[src/rtl/ym_phase_slot_seq_if.sv]
// Sequencer control/status bundle: hold/resync requests in, phase enables and slot status out.
// Latency and backpressure are defined by the sequencer; this interface only carries the signals.
interface ym_phase_slot_seq_if #(
    parameter int SLOT_W = 5
);
    logic              hold;
    logic              resync;
    logic              c1;
    logic              c2;
    logic [SLOT_W-1:0] slot;
    logic              slot_last;
    logic              sync_out;
    logic              running;

    modport master (
        input  hold, resync,
        output c1, c2, slot, slot_last, sync_out, running
    );

    modport slave (
        output hold, resync,
        input  c1, c2, slot, slot_last, sync_out, running
    );
endinterface

[src/rtl/ym_phase_slot_seq.sv]
// Two-phase c1/c2 enable sequencer with operator slot counter and sample-boundary strobe.
// Latency: outputs decode registered state only; backpressure: hold freezes cnt/slot, resync realigns.
module ym_phase_slot_seq #(
    parameter int PHASE_LEN = 3,
    parameter int SLOTS     = 24,
    parameter int SLOT_W    = 5
) (
    input  logic                  MCLK,
    input  logic                  reset,
    ym_phase_slot_seq_if.master   bus
);
    localparam int CNT_W = (2 * PHASE_LEN > 2) ? $clog2(2 * PHASE_LEN) : 1;
    localparam logic [CNT_W-1:0]  CNT_MAX  = CNT_W'(2 * PHASE_LEN - 1);
    localparam logic [CNT_W-1:0]  CNT_PH2  = CNT_W'(PHASE_LEN);
    localparam logic [SLOT_W-1:0] SLOT_MAX = SLOT_W'(SLOTS - 1);

    // ST_IDLE is run=0, ST_HOLD is run=1 with hold_q=1.
    typedef enum logic [1:0] {
        ST_IDLE = 2'd0,
        ST_RUN  = 2'd1,
        ST_HOLD = 2'd2
    } state_t;

    state_t            state, state_d;
    logic [CNT_W-1:0]  cnt, cnt_d;
    logic [SLOT_W-1:0] slot_q, slot_d;
    logic              run, hold_q, phase_en;

    always_ff @(posedge MCLK or posedge reset) begin
        if (reset) begin
            state  <= ST_IDLE;
            cnt    <= '0;
            slot_q <= '0;
        end else begin
            state  <= state_d;
            cnt    <= cnt_d;
            slot_q <= slot_d;
        end
    end

    always_comb begin
        state_d = state;
        cnt_d   = cnt;
        slot_d  = slot_q;
        if (bus.resync) begin
            state_d = ST_RUN;
            cnt_d   = '0;
            slot_d  = '0;
        end else if (state == ST_IDLE) begin
            state_d = ST_RUN;
        end else if (bus.hold) begin
            state_d = ST_HOLD;
        end else begin
            state_d = ST_RUN;
            if (cnt == CNT_MAX) begin
                cnt_d  = '0;
                slot_d = (slot_q == SLOT_MAX) ? '0 : slot_q + SLOT_W'(1);
            end else begin
                cnt_d  = cnt + CNT_W'(1);
            end
        end
    end

    assign run      = (state != ST_IDLE);
    assign hold_q   = (state == ST_HOLD);
    assign phase_en = run & ~hold_q;

    assign bus.c1        = phase_en & (cnt == '0);
    assign bus.c2        = phase_en & (cnt == CNT_PH2);
    assign bus.sync_out  = bus.c1 & (slot_q == '0);
    assign bus.slot_last = run & (slot_q == SLOT_MAX);
    assign bus.slot      = slot_q;
    assign bus.running   = phase_en;
endmodule

[src/flat_wrapper.sv]
// flat-port wrapper written by rule: the top's interface ports become plain ports
module ym_phase_slot_seq_flat 
#(
    parameter int PHASE_LEN = 3,
    parameter int SLOTS     = 24,
    parameter int SLOT_W    = 5
)
  (MCLK, reset, bus_hold, bus_resync, bus_c1, bus_c2, bus_slot, bus_slot_last, bus_sync_out, bus_running);
  ym_phase_slot_seq_if #(.SLOT_W(SLOT_W)) bus_i ();
  input  logic MCLK;
  input  logic reset;
  input wire logic [$bits(bus_i.hold)-1:0] bus_hold;
  input wire logic [$bits(bus_i.resync)-1:0] bus_resync;
  output wire logic [$bits(bus_i.c1)-1:0] bus_c1;
  output wire logic [$bits(bus_i.c2)-1:0] bus_c2;
  output wire logic [$bits(bus_i.slot)-1:0] bus_slot;
  output wire logic [$bits(bus_i.slot_last)-1:0] bus_slot_last;
  output wire logic [$bits(bus_i.sync_out)-1:0] bus_sync_out;
  output wire logic [$bits(bus_i.running)-1:0] bus_running;
  assign bus_i.hold = bus_hold;
  assign bus_i.resync = bus_resync;
  assign bus_c1 = bus_i.c1;
  assign bus_c2 = bus_i.c2;
  assign bus_slot = bus_i.slot;
  assign bus_slot_last = bus_i.slot_last;
  assign bus_sync_out = bus_i.sync_out;
  assign bus_running = bus_i.running;
  ym_phase_slot_seq #(.PHASE_LEN(PHASE_LEN), .SLOTS(SLOTS), .SLOT_W(SLOT_W)) u_core (.MCLK(MCLK), .reset(reset), .bus(bus_i));
endmodule
[config.mk]
export PLATFORM = sky130hd
export DESIGN_NAME = ym_phase_slot_seq_flat
export DESIGN_NICKNAME = d
export VERILOG_FILES = /design/src/rtl/ym_phase_slot_seq_if.sv /design/src/rtl/ym_phase_slot_seq.sv /design/src/flat_wrapper.sv
export SDC_FILE = /design/constraint.sdc
export NUM_CORES = 1
export LEC_CHECK = 0
export ABC_AREA = 1
export CAP_MARGIN = 20
export CELL_PAD_IN_SITES_DETAIL_PLACEMENT = 0
export CELL_PAD_IN_SITES_GLOBAL_PLACEMENT = 1
export CORE_UTILIZATION = 36
export CTS_CLUSTER_DIAMETER = 50
export CTS_CLUSTER_SIZE = 30
export DETAILED_ROUTE_END_ITERATION = 6
export PLACE_DENSITY = 0.78
export SETUP_SLACK_MARGIN = 0.2
export SLEW_MARGIN = 20
export SYNTH_ARGS = -nofsm -noshare
export SYNTH_HDL_FRONTEND = slang
export SYNTH_SLANG_ARGS = --single-unit
[constraint.sdc]
create_clock -name MCLK -period 1.7 [get_ports MCLK]
set_input_delay 0.425 -clock MCLK [delete_from_list [all_inputs] [get_ports MCLK]]
set_output_delay 0.425 -clock MCLK [all_outputs]
set_load 0.005 [all_outputs]
# [After elaboration in Yosys (flattened, before gate mapping)]
# Cells that the tools add are included.
[totals] input_bits=4 reg_bits=10 output_inout_bits=10
[op_classes] muxes=12 n_addsub=2 bitwise=6 n_reduce_logical=7 eq_ne=6
[ops] op="5-bit two-way mux" count=5
[ops] op="3-bit two-way mux" count=4
[ops] op="2-bit two-way mux" count=3
[ops] op="5-bit by 1-bit adder with 5-bit output, second input constant" count=1
[ops] op="1-bit AND" count=5
[ops] op="5-bit == test, second input constant" count=1
[ops] op="5-bit zero test" count=1
[ops] op="2-bit nonzero test" count=2
[ops] op="3-bit by 1-bit adder with 3-bit output, second input constant" count=1
[ops] op="3-bit by 2-bit == test with 1-bit output, second input constant" count=1
[ops] op="3-bit == test, second input constant" count=1
[ops] op="3-bit zero test" count=1
[ops] op="3-bit AND reduction" count=1
[ops] op="2-bit == test, second input constant" count=1
[ops] op="2-bit zero test" count=1
[ops] op="2-bit by 1-bit inequality test with 1-bit output, second input constant" count=1
[ops] op="2-bit inequality test, second input constant" count=1
[ops] op="2-bit AND reduction" count=1
[ops] op="1-bit inverter" count=1

# [Logic depth before layout (Yosys ltp)]
[logic_depth] ltp_word=6 ltp_mapped=8 depth_no_buf=8

# [Worst setup path before layout]
# No wires, ideal clock.
[synth_path] kind="register to output" start="reg u_core.slot_q[0] (netlist: u_core.bus.slot[0])" end="out bus_slot_last" path_slack_ns=0.385 t_arrival_ns=0.890 stages_incl_launch_ff=6 path_cell_list="dfrtp_1 ha_1 nand2_1 inv_1 nand3_1 nor2_1"
[synth_between] elab_chain_len=2
[synth_lines] element="from (decl)" line="ym_phase_slot_seq.sv:26" text="logic [SLOT_W-1:0] slot_q, slot_d;"
[synth_lines] element="from (signal assigned)" line="ym_phase_slot_seq.sv:37" text="slot_q <= slot_d;"
[synth_lines] element="5-bit == test" line="ym_phase_slot_seq.sv:71" text="assign bus.slot_last = run & (slot_q == SLOT_MAX);"
[synth_lines] element="1-bit AND" line="ym_phase_slot_seq.sv:71"
[synth_lines] element="to (decl)" line="flat_wrapper.sv:17" text="output wire logic [$bits(bus_i.slot_last)-1:0] bus_slot_last;"
# Every way passes these cells.

# [Worst setup path in the final report]
[layout_path] start="reg u_core.slot_q[1] (netlist: u_core.bus.slot[1])" end="out bus_sync_out"
[layout_between] elab_chain_len=2
[layout_lines] element="5-bit zero test" line="ym_phase_slot_seq.sv:70" text="assign bus.sync_out = bus.c1 & (slot_q == '0);"
[layout_lines] element="1-bit AND" line="ym_phase_slot_seq.sv:70"
[layout_lines] element="to (decl)" line="flat_wrapper.sv:18" text="output wire logic [$bits(bus_i.sync_out)-1:0] bus_sync_out;"
# Every way passes these cells.

==> results.sh <==
export IMPL_clkSlewWorstSetupHoldPaths_ps=70
export IMPL_layout_drive_gt1_share_pct=48.8
export IMPL_hold_ws_ps=431
export IMPL_leakagePower_nw=0.598
export IMPL_grt_max_degree=11
export IMPL_area_growth_pct=79.2
export IMPL_n_antenna_cell=0
export IMPL_fin_nets=133
export IMPL_path_class="reg -> out"
export IMPL_ys_async_sr_fraction_pct=100
export IMPL_cellPowerDensity_nw_per_um2=832
export IMPL_die_h_um=42.8
export IMPL_finalHoldViolations=0
export IMPL_synth_area_leaders="dfrtp_1 (42%), nand2_1 (13%), inv_1 (8.8%)"
export IMPL_clkSinkCount=10
export IMPL_post_synth_top_count_cell="nand2_1"
export IMPL_rsz0062_at_grt="yes"
export IMPL_drtIter0Drc=9
export IMPL_via_count=645
export IMPL_max_cap_viol_count=0
export IMPL_grt_pass1_wl_mm=2.65
export IMPL_slew_headroom_pct=72.6
export IMPL_wl_mm=1.69
export IMPL_synth_fp_nets=87
export IMPL_cts_buffers=3
export IMPL_cp_start_kind="flop"
export IMPL_initial_core_util_pct=39.4
export IMPL_io_buffers=13
export IMPL_synth_edf_count=0
export IMPL_ir_worst_vdd_v=0.000602
export IMPL_viasPerCell=4.57
export IMPL_yosysWarnings=0
export IMPL_path_max_fanout=2
export IMPL_synth_cells=80
export IMPL_fin_crit_ps=1750
export IMPL_min_path_type="in -> async"
export IMPL_ctsHtreeMaxLevel=1
export IMPL_preCtsSetupSlack_ps=-137
export IMPL_ant_nets=0
export IMPL_placementRows=14
export IMPL_fmax_ghz=0.573
export IMPL_synth_top_cell_by_area="dfrtp_1"
export IMPL_gr_total_overflow=0
export IMPL_skew_ps=3.71
export IMPL_num_io_pins=14
export IMPL_cts_root_buf="clkbuf_4"
export IMPL_worstPathArrival_ps=1320
export IMPL_violations="negative setup slack"
export IMPL_synth_flop_cell="dfrtp_1"
export IMPL_core_sq_um=1520
export IMPL_dieArea_sq_um=1840
export IMPL_route_detailed_drc=0
export IMPL_dieWidth_um=42.8
export IMPL_grt_use_total_pct=20.3
export IMPL_dp_hpwl_mm=1.05
export IMPL_first_pass_iters=4
export IMPL_cts_tree="yes"
export IMPL_ys_ff_latch=10
export IMPL_crit_required_ps=1270
export IMPL_synthTopCellsByCount="nand2_1 (21), inv_1 (14), dfrtp_1 (10)"
export IMPL_clk_latency_ps=270
export IMPL_place_inst=120
export IMPL_worstMarginPinSlew_ps=410
export IMPL_grt_pass1_vias=619
export IMPL_finalCritPeriodShare_pct=103
export IMPL_yosys_area_top_type_share_pct=41.7
export IMPL_setup_ws_ps=-45.6
export IMPL_yosysUniqueCellTypes=19
export IMPL_finalSetupViolations=2
export IMPL_slew_viol_final=0
export IMPL_routedWlPerCell_um=12.0
export IMPL_status="finished, violations left"
export IMPL_antenna_found_initial=0
export IMPL_final_cells=141
export IMPL_syn_area_per_cell_sq_um=7.51
export IMPL_ctsHoldBuffers=0
export IMPL_clock_path_buffers=2
export IMPL_cp_end_kind="output port"
export IMPL_gp_congestion=0.807
export IMPL_synth_seq_area_share_pct=41.7
export IMPL_synth_area_sq_um=601
layout by cell type, fill, tap and decap left out, drive strengths merged, types with 2 or more instances in the layout:
cell type      netlist  routed
o21ai                6       6
clkdlybuf4s50        0       3
nor2                 9       9
dlygate4sd2          0       2
nor3                 2       2
nand2               24      24
buf                  0      35
nand4                2       2
nand3                5       5
ha                   3       3
dfrtp               10      10
inv                 16      16
clkbuf               1       5
final timing paths:
path / startpoint / end / slack, ps / depth (start not counted)
worst min register to register: u_core.bus.slot[3]$_DFFE_PP0P_ / u_core.bus.slot[3]$_DFFE_PP0P_ / 540 / 2
min in group MCLK: u_core.bus.slot[3]$_DFFE_PP0P_ / u_core.bus.slot[3]$_DFFE_PP0P_ / 540 / 2
max in group asynchronous: reset / u_core.bus.slot[1]$_DFFE_PP0P_ / 980 / 2
worst min-delay path: reset / u_core.cnt[2]$_DFFE_PP0P_ / 430 / 2
worst max-delay path: u_core.bus.slot[1]$_DFFE_PP0P_ / bus_sync_out / -50 / 6
worst max register to register: u_core.state[0]$_DFF_PP0_ / u_core.bus.slot[1]$_DFFE_PP0P_ / 270 / 9
flip-flops by register name, summed over array words and instances, names as in the netlist:
| register | count |
|---|---|
| u_core.bus.slot | 5 |
| u_core.cnt | 3 |
| u_core.state | 2 |
critical path, stage by stage, from the launching register on:
cell and delay, ps:
dfrtp_1 400, buf_6 130, inv_4 50, ha_4 120, nand4_1 80, nor3_1 130, buf_2 140
cell families after synthesis:
family                   Yosys count  share of synthesized area (%)
adder cells (fa/ha/maj)            3                           6.25
buffers and inverters             17                           10.6
AO/OA/AOI/OAI                      7                           6.46
XOR/XNOR                           1                           1.46
flip-flops                        10                           41.7
AND/OR/NAND/NOR                   42                           33.5
stage by stage:
step / power, mW / util, % / area (sq um) / setup TNS, ps
after floorplan: 0.392 / - / 601 / 0
after global placement: 0.512 / 54.9 / 837 / -182
after detailed placement: 0.515 / 54.9 / 837 / -253
after CTS: 0.854 / 66.6 / 1010 / -128
after global routing: 0.944 / 70.6 / 1080 / -176
final: 0.895 / 70.6 / 1080 / -76.4
layout make-up:
type / instances / area, sq um
clock buffers: 4 / 36.3
fillers: 117 / 448
inverters: 16 / 65.1
multi-input cells: 53 / 344
flip-flops and latches: 10 / 250
well taps: 16 / 20.0
repair buffers: 42 / 360
routing by layer:
metal / up-vias / part of all wire, % / routed length [um] / GRT usage, %
li1: 339 / - / - / -
met1: 291 / 43 / 735 / 23.7
met2: 13 / 53 / 894 / 34.5
met3: 2 / 2.7 / 46 / 3.83
met4: 0 / 0.83 / 14 / 11.3
met5: - / 0 / 0 / 0
where the power goes:
part           switching (mW)  internal, mW  total (mW)
clock                  0.0940         0.130       0.224
sequential             0.0215         0.263       0.285
combinational           0.165         0.221       0.386
repair_timing:
item / CTS / global route
gates cloned: 0 / 0
endpoints found under the setup margin: 10 / 8
pin swaps: 5 / 7
buffers inserted: 13 / 4
resized for setup: 51 / 11
Power figures use the tool's default switching activity.
